--- config.mk ---
export PLATFORM = sky130hd
export DESIGN_NAME = clkdiv_scheduler
export DESIGN_NICKNAME = d
export VERILOG_FILES = /design/src/rtl/clkdiv_pkg.sv /design/src/rtl/clkdiv_counter.sv /design/src/rtl/clkdiv_scheduler.sv
export SDC_FILE = /design/constraint.sdc
export NUM_CORES = 1
export LEC_CHECK = 0
export BUFFER_PORTS_ARGS = -buffer_cell sky130_fd_sc_hd__buf_4
export CAP_MARGIN = 20
export CORE_ASPECT_RATIO = 0.8
export CORE_MARGIN = 4
export CORE_UTILIZATION = 60
export CTS_CLUSTER_DIAMETER = 30
export DETAILED_ROUTE_END_ITERATION = 10
export MAX_ROUTING_LAYER = met4
export PLACE_DENSITY = 0.91
export SYNTH_ARGS = -nofsm -noshare
export SYNTH_HDL_FRONTEND = slang
export SYNTH_HIERARCHICAL = 1
export SYNTH_SLANG_ARGS = --single-unit
export TNS_END_PERCENT = 5
--- constraint.sdc ---
create_clock -name clockin -period 7.9 [get_ports clockin]
set_input_delay 2.37 -clock clockin [delete_from_list [all_inputs] [get_ports clockin]]
set_output_delay 2.37 -clock clockin [all_outputs]
set_load 0.02 [all_outputs]
--- src/rtl/clkdiv_pkg.sv ---
// clkdiv_pkg: shared state type, reset configuration and legality check for clkdiv_scheduler
package clkdiv_pkg;
    typedef enum logic [1:0] {IDLE, RUN, PEND} state_t;
    localparam int DIV_RST = 4;
    localparam int HIGH_RST = 2;
    function automatic logic cfg_legal(input int unsigned div, input int unsigned high);
        return div >= 2 && high >= 1 && high < div;
    endfunction
endpackage

--- src/rtl/clkdiv_counter.sv ---
// clkdiv_counter: period counter with wrap and high-time compares
module clkdiv_counter #(
    parameter int CNT_W = 8
) (
    input  logic             clk,
    input  logic             rst_n,
    input  logic             active,
    input  logic [CNT_W-1:0] div,
    input  logic [CNT_W-1:0] high,
    output logic             wrap,
    output logic             below_high
);
    logic [CNT_W-1:0] cnt_q, cnt_d;
    always_comb begin
        wrap = active && cnt_q == div - CNT_W'(1);
        cnt_d = (!active || wrap) ? '0 : cnt_q + CNT_W'(1);
        below_high = ({1'b0, cnt_q} + (CNT_W+1)'(1)) < {1'b0, high};
    end
    always_ff @(posedge clk or negedge rst_n) begin
        if (!rst_n) cnt_q <= '0;
        else cnt_q <= cnt_d;
    end
endmodule

--- src/rtl/clkdiv_scheduler.sv ---
// clkdiv_scheduler: programmable clock divider with shadowed reconfiguration; CLKDIV_PERIOD_CNT_EN adds period_cnt
module clkdiv_scheduler
    import clkdiv_pkg::*;
#(
    parameter int CNT_W = 8
) (
    input  logic             clockin,
    input  logic             reset,
    input  logic             run,
    input  logic             cfg_valid,
    input  logic [CNT_W-1:0] cfg_div,
    input  logic [CNT_W-1:0] cfg_high,
    output logic             cfg_ready,
    output logic             cfg_err,
    output logic             clockout,
    output logic             tick,
`ifdef CLKDIV_PERIOD_CNT_EN
    output logic [15:0]      period_cnt,
`endif
    output logic             busy
);
    state_t state_q, state_d;
    logic [CNT_W-1:0] div_q, div_d, high_q, high_d, sdiv_q, sdiv_d, shigh_q, shigh_d;
    logic clockout_q, clockout_d, tick_q, tick_d, err_q, err_d;
    logic idle, load, apply, wrap, below_high;
    clkdiv_counter #(.CNT_W(CNT_W)) u_cnt (
        .clk       (clockin),
        .rst_n     (reset),
        .active    (!idle),
        .div       (div_q),
        .high      (high_q),
        .wrap      (wrap),
        .below_high(below_high)
    );
    assign cfg_ready = state_q != PEND;
    assign busy = state_q != IDLE;
    assign cfg_err = err_q;
    assign clockout = clockout_q;
    assign tick = tick_q;
    always_comb begin
        idle = state_q == IDLE;
        load = cfg_valid && cfg_ready && cfg_legal(32'(cfg_div), 32'(cfg_high));
        apply = wrap && state_q == PEND;
        err_d = cfg_valid && cfg_ready && !cfg_legal(32'(cfg_div), 32'(cfg_high));
        div_d = idle && load ? cfg_div : apply ? sdiv_q : div_q;
        high_d = idle && load ? cfg_high : apply ? shigh_q : high_q;
        sdiv_d = !idle && load ? cfg_div : sdiv_q;
        shigh_d = !idle && load ? cfg_high : shigh_q;
        state_d = idle ? (run ? RUN : IDLE)
                : wrap ? (!run ? IDLE : load ? PEND : RUN)
                : load ? PEND : state_q;
        clockout_d = (idle || wrap) ? run : below_high;
        tick_d = (idle || wrap) && run;
    end
    always_ff @(posedge clockin or negedge reset) begin
        if (!reset) begin
            state_q <= IDLE;
            div_q <= CNT_W'(DIV_RST);
            high_q <= CNT_W'(HIGH_RST);
            sdiv_q <= '0;
            shigh_q <= '0;
            clockout_q <= 1'b0;
            tick_q <= 1'b0;
            err_q <= 1'b0;
        end else begin
            state_q <= state_d;
            div_q <= div_d;
            high_q <= high_d;
            sdiv_q <= sdiv_d;
            shigh_q <= shigh_d;
            clockout_q <= clockout_d;
            tick_q <= tick_d;
            err_q <= err_d;
        end
    end
`ifdef CLKDIV_PERIOD_CNT_EN
    logic [15:0] period_cnt_q, period_cnt_d;
    assign period_cnt = period_cnt_q;
    always_comb period_cnt_d = idle && run ? 16'd0 : wrap && run ? period_cnt_q + 16'd1 : period_cnt_q;
    always_ff @(posedge clockin or negedge reset) begin
        if (!reset) period_cnt_q <= '0;
        else period_cnt_q <= period_cnt_d;
    end
`endif
endmodule

==> flow_summary.yaml <==
timing:
  max_freq_ghz: 0.238
  relSlewSlack: 0.348
  tightestPinTransition_ns: 0.975
  hold_violations: 0
  slew_violations: 0
  rsz0062_at_grt: "false"
  finalSetupTns_ns: 0
  period_minus_slack_ns: 4.21
  setup_viol: 0
  finClkSkew_ns: 0.0171
  fin_hold_ws_ns: 0.515
  timing.final.crit_share: 0.533
worst_setup_path:
  r2r_end: "high_q[0]$_DFFE_PN0P_"
  path_class: "input port to flip-flop"
  r2r_setup_slack_ns: 4.36
  timing.critical_path.from: "cfg_div[5]"
  endpoint_kind: "flip-flop"
  required_ns: 8.09
  crit_end: "sdiv_q[6]$_DFFE_PN0P_"
  reg2reg_from: "div_q[0]$_DFFE_PN0P_"
  cp-start-kind: "input port"
  reg2reg_depth: 10
  cp_max_fo: 18
  cpPeakStageDelay_ns: 0.44
  arrival_ns: 4.40
  crit_chain: "buf_4 -> inv_1 -> ha_1 -> a21oi_1 -> o22ai_2 -> a2111oi_4 -> nand4_4 -> mux2_4"
  slowest_stage: "a2111oi_4"
clock_network:
  cts_setup_buffers: 0
  hold_buffers: 0
  cts_buffer_depth: 2
  cts_resized: 0
  cts_tree: "yes"
  clk_pin_slew_worst_paths_ns: 0.09
  h-tree-depth: 2
  clk_latency_ns: 0.31
  clock-root-buffer: "clkbuf_8"
  cts_num_sinks: 45
  cts_inserted_buffers: 5
die:
  start_util: 0.639
  row_count: 21
  die-area_um2: 5720
  die_w_um: 83.5
  io_pins: 25
  core_um2: 4280
  die_y_um: 68.4
synthesis:
  synthFlopType: "dfrtp_1"
  synth_xor_area_frac: 0.0475
  synth-simple-area-share: 0.134
  synthAdderAreaFrac: 0.0731
  yosys_warnings: 6
  synth_nets: 270
  synth_top_family_by_area: "multiplexers"
  synth.yosys.seq_area_share: 0.412
  synth.distinct_cells: 48
  synth_edf_count: 0
  syn_avg_cell_area_um2: 11.7
  syn_area_um2: 2740
  synth_cells: 234
  synth_compound_area_frac: 0.0827
  synthArstFlopShare: 1.00
  yosys_register_bits: 45
  synth_mux_area_frac: 0.204
detailed_routing:
  wl_met3_um: 307
  top_layer_used: "met4"
  totalWireLength_um: 5440
  viasPerCell: 5.95
  drt.antenna.violating_nets: 0
  drt_iter0_drc: 82
  met2_length_um: 2540
  wl_per_cell_um: 17.2
  post-route-drc-count: 0
  drt-met1-wl_um: 2510
  drt-pass1-iter-count: 4
  dr_total_vias: 1881
placement:
  post-dp-hpwl_um: 3970
  io_buffers: 24
  gp_congestion: 0.859
  dpl_cell_area_um2: 2930
cells_and_area:
  regArea_um2: 1130
  final_cell_area_um2: 3030
  multiInputGateArea_um2: 1480
  nets: 294
  area_delta_synth_final_pct: 10.6
  nFillCells: 293
  antenna-diode-count: 0
  final_layout_size_suffix_gt1_frac: 0.297
grt:
  overflow: 0
  grt_pass1_wl_um: 8940
  grtUsageTotal: 0.210
  grt_max_degree: 46
  antenna_found_initial: 0
  grt_pass1_vias: 1878
run:
  max_cap_violations: 0
pwr:
  p_leak_uw: 0.00153
  p_sw_uw: 146
  p_int_uw: 407
  p_total_uw: 552
  peakVddDrop_v: 0.000135
  seqPwrFrac: 0.542
  p_comb_frac: 0.176
  p_per_area_nw_per_um2: 182
  clkPwrFrac: 0.283
  p_sw_frac: 0.264
worst_hold_path:
  hold_path.class: "flip-flop to flip-flop"
  worstHoldStart: "sdiv_q[1]$_DFFE_PN0P_"
run_status:
  status: "complete, no violations"
## final cells by class
cell class | instances | area share
Timing Repair Buffer | 24 | 0.0595
Sequential cell | 45 | 0.373
Tap cell | 57 | 0.0235
Multi-Input combinational cell | 164 | 0.489
Inverter | 18 | 0.0223
Clock buffer | 6 | 0.0273
Clock inverter | 2 | 0.00537
## worst min path at each step
| stage | end | slack, ns | cells past startpoint |
|---|---|---|---|
| floorplan | shigh_q[3]$_DFFE_PN0P_ | 0.48 | 1 |
| global placement | shigh_q[6]$_DFFE_PN0P_ | 0.49 | 1 |
| detailed placement | shigh_q[1]$_DFFE_PN0P_ | 0.49 | 1 |
| CTS | sdiv_q[1]$_DFFE_PN0P_ | 0.51 | 1 |
| global route | shigh_q[2]$_DFFE_PN0P_ | 0.53 | 1 |
| finish | sdiv_q[1]$_DFFE_PN0P_ | 0.51 | 1 |
## critical path, delay by kind of cell
family                     cells  cell delay, ns
AOI/OAI and AO/OA              3            0.72
muxes                          1            0.42
and+or+nand+nor                1            0.40
adders and majority gates      1            0.31
buffers and inverters          2            0.16
## routing by layer
layer,up-vias,track usage
li1,887,-
met1,935,0.260
met2,50,0.344
met3,9,0.0517
met4,0,0.0703
met5,-,-
## metrics by stage
stage | setup slack (ns) | utilization | std cells
after floorplan | 3.70 | - | 234
after global placement | 3.44 | 0.684 | 308
after detailed placement | 3.36 | 0.684 | 308
after CTS | 3.70 | 0.707 | 316
after global routing | 3.60 | 0.707 | 316
final | 3.69 | 0.707 | 316
## cells in the mapped netlist (2+ instances only)
master / instances / area share
a21o_1: 2 / 0.0055
xor2_1: 4 / 0.013
mux2_4: 10 / 0.055
and3_1: 2 / 0.0046
mux2i_1: 16 / 0.058
a21boi_1: 2 / 0.0055
nor2b_1: 3 / 0.0069
clkbuf_1: 2 / 0.0027
xnor2_1: 9 / 0.029
o211ai_1: 2 / 0.0055
nand4_1: 2 / 0.0046
nor2_1: 7 / 0.0096
nand3_1: 4 / 0.0073
a21oi_1: 12 / 0.022
or4_1: 3 / 0.0082
ha_1: 16 / 0.073
dfrtp_1: 43 / 0.39
o21ai_0: 4 / 0.0073
mux2_2: 22 / 0.090
nand2_1: 12 / 0.016
a31oi_1: 2 / 0.0046
buf_8: 2 / 0.011
inv_1: 18 / 0.025
nor4_2: 2 / 0.0091
nand3b_1: 2 / 0.0055
nand4_4: 2 / 0.016
dfstp_2: 2 / 0.019
nand4b_1: 3 / 0.0096
nand2b_1: 5 / 0.011
## placed cells by master (no fill, tap or decap), types with 3 or more instances in the layout
cell / count
ha_1: 16
nand4b_1: 3
nor2b_1: 3
nand2b_1: 5
dfrtp_1: 43
nor2_1: 7
buf_4: 24
inv_1: 18
mux2_2: 22
xor2_1: 4
mux2_4: 10
nand3_1: 4
clkbuf_8: 6
a21oi_1: 12
mux2i_1: 16
xnor2_1: 9
nand2_1: 12
o21ai_0: 4
or4_1: 3
## cell families after synthesis
logic type | after synthesis
flip-flops | 45
XOR/XNOR | 14
AND/OR/NAND/NOR | 55
buffers and inverters | 25
adder cells (fa/ha/maj) | 16
multiplexers | 48
AO/OA/AOI/OAI | 31
## power by group through the flow
stage / sequential [uW] / clock [uW] / combinational (uW)
2_1_floorplan: 294 / 0 / 71.7
3_3_place_gp: 300 / 0 / 92.2
3_5_place_dp: 302 / 0 / 96.5
4_1_cts: 298 / 159 / 97.8
5_1_grt: 304 / 167 / 105
6_report: 299 / 156 / 97.0
## registers in the layout, indices dropped and copies added (netlist names)
signal	flops
tick	1
u_cnt/cnt_q	8
div_q	8
high_q	8
state_q	2
sdiv_q	8
clockout	1
shigh_q	8
cfg_err	1
(Power assumes the default switching activity.)
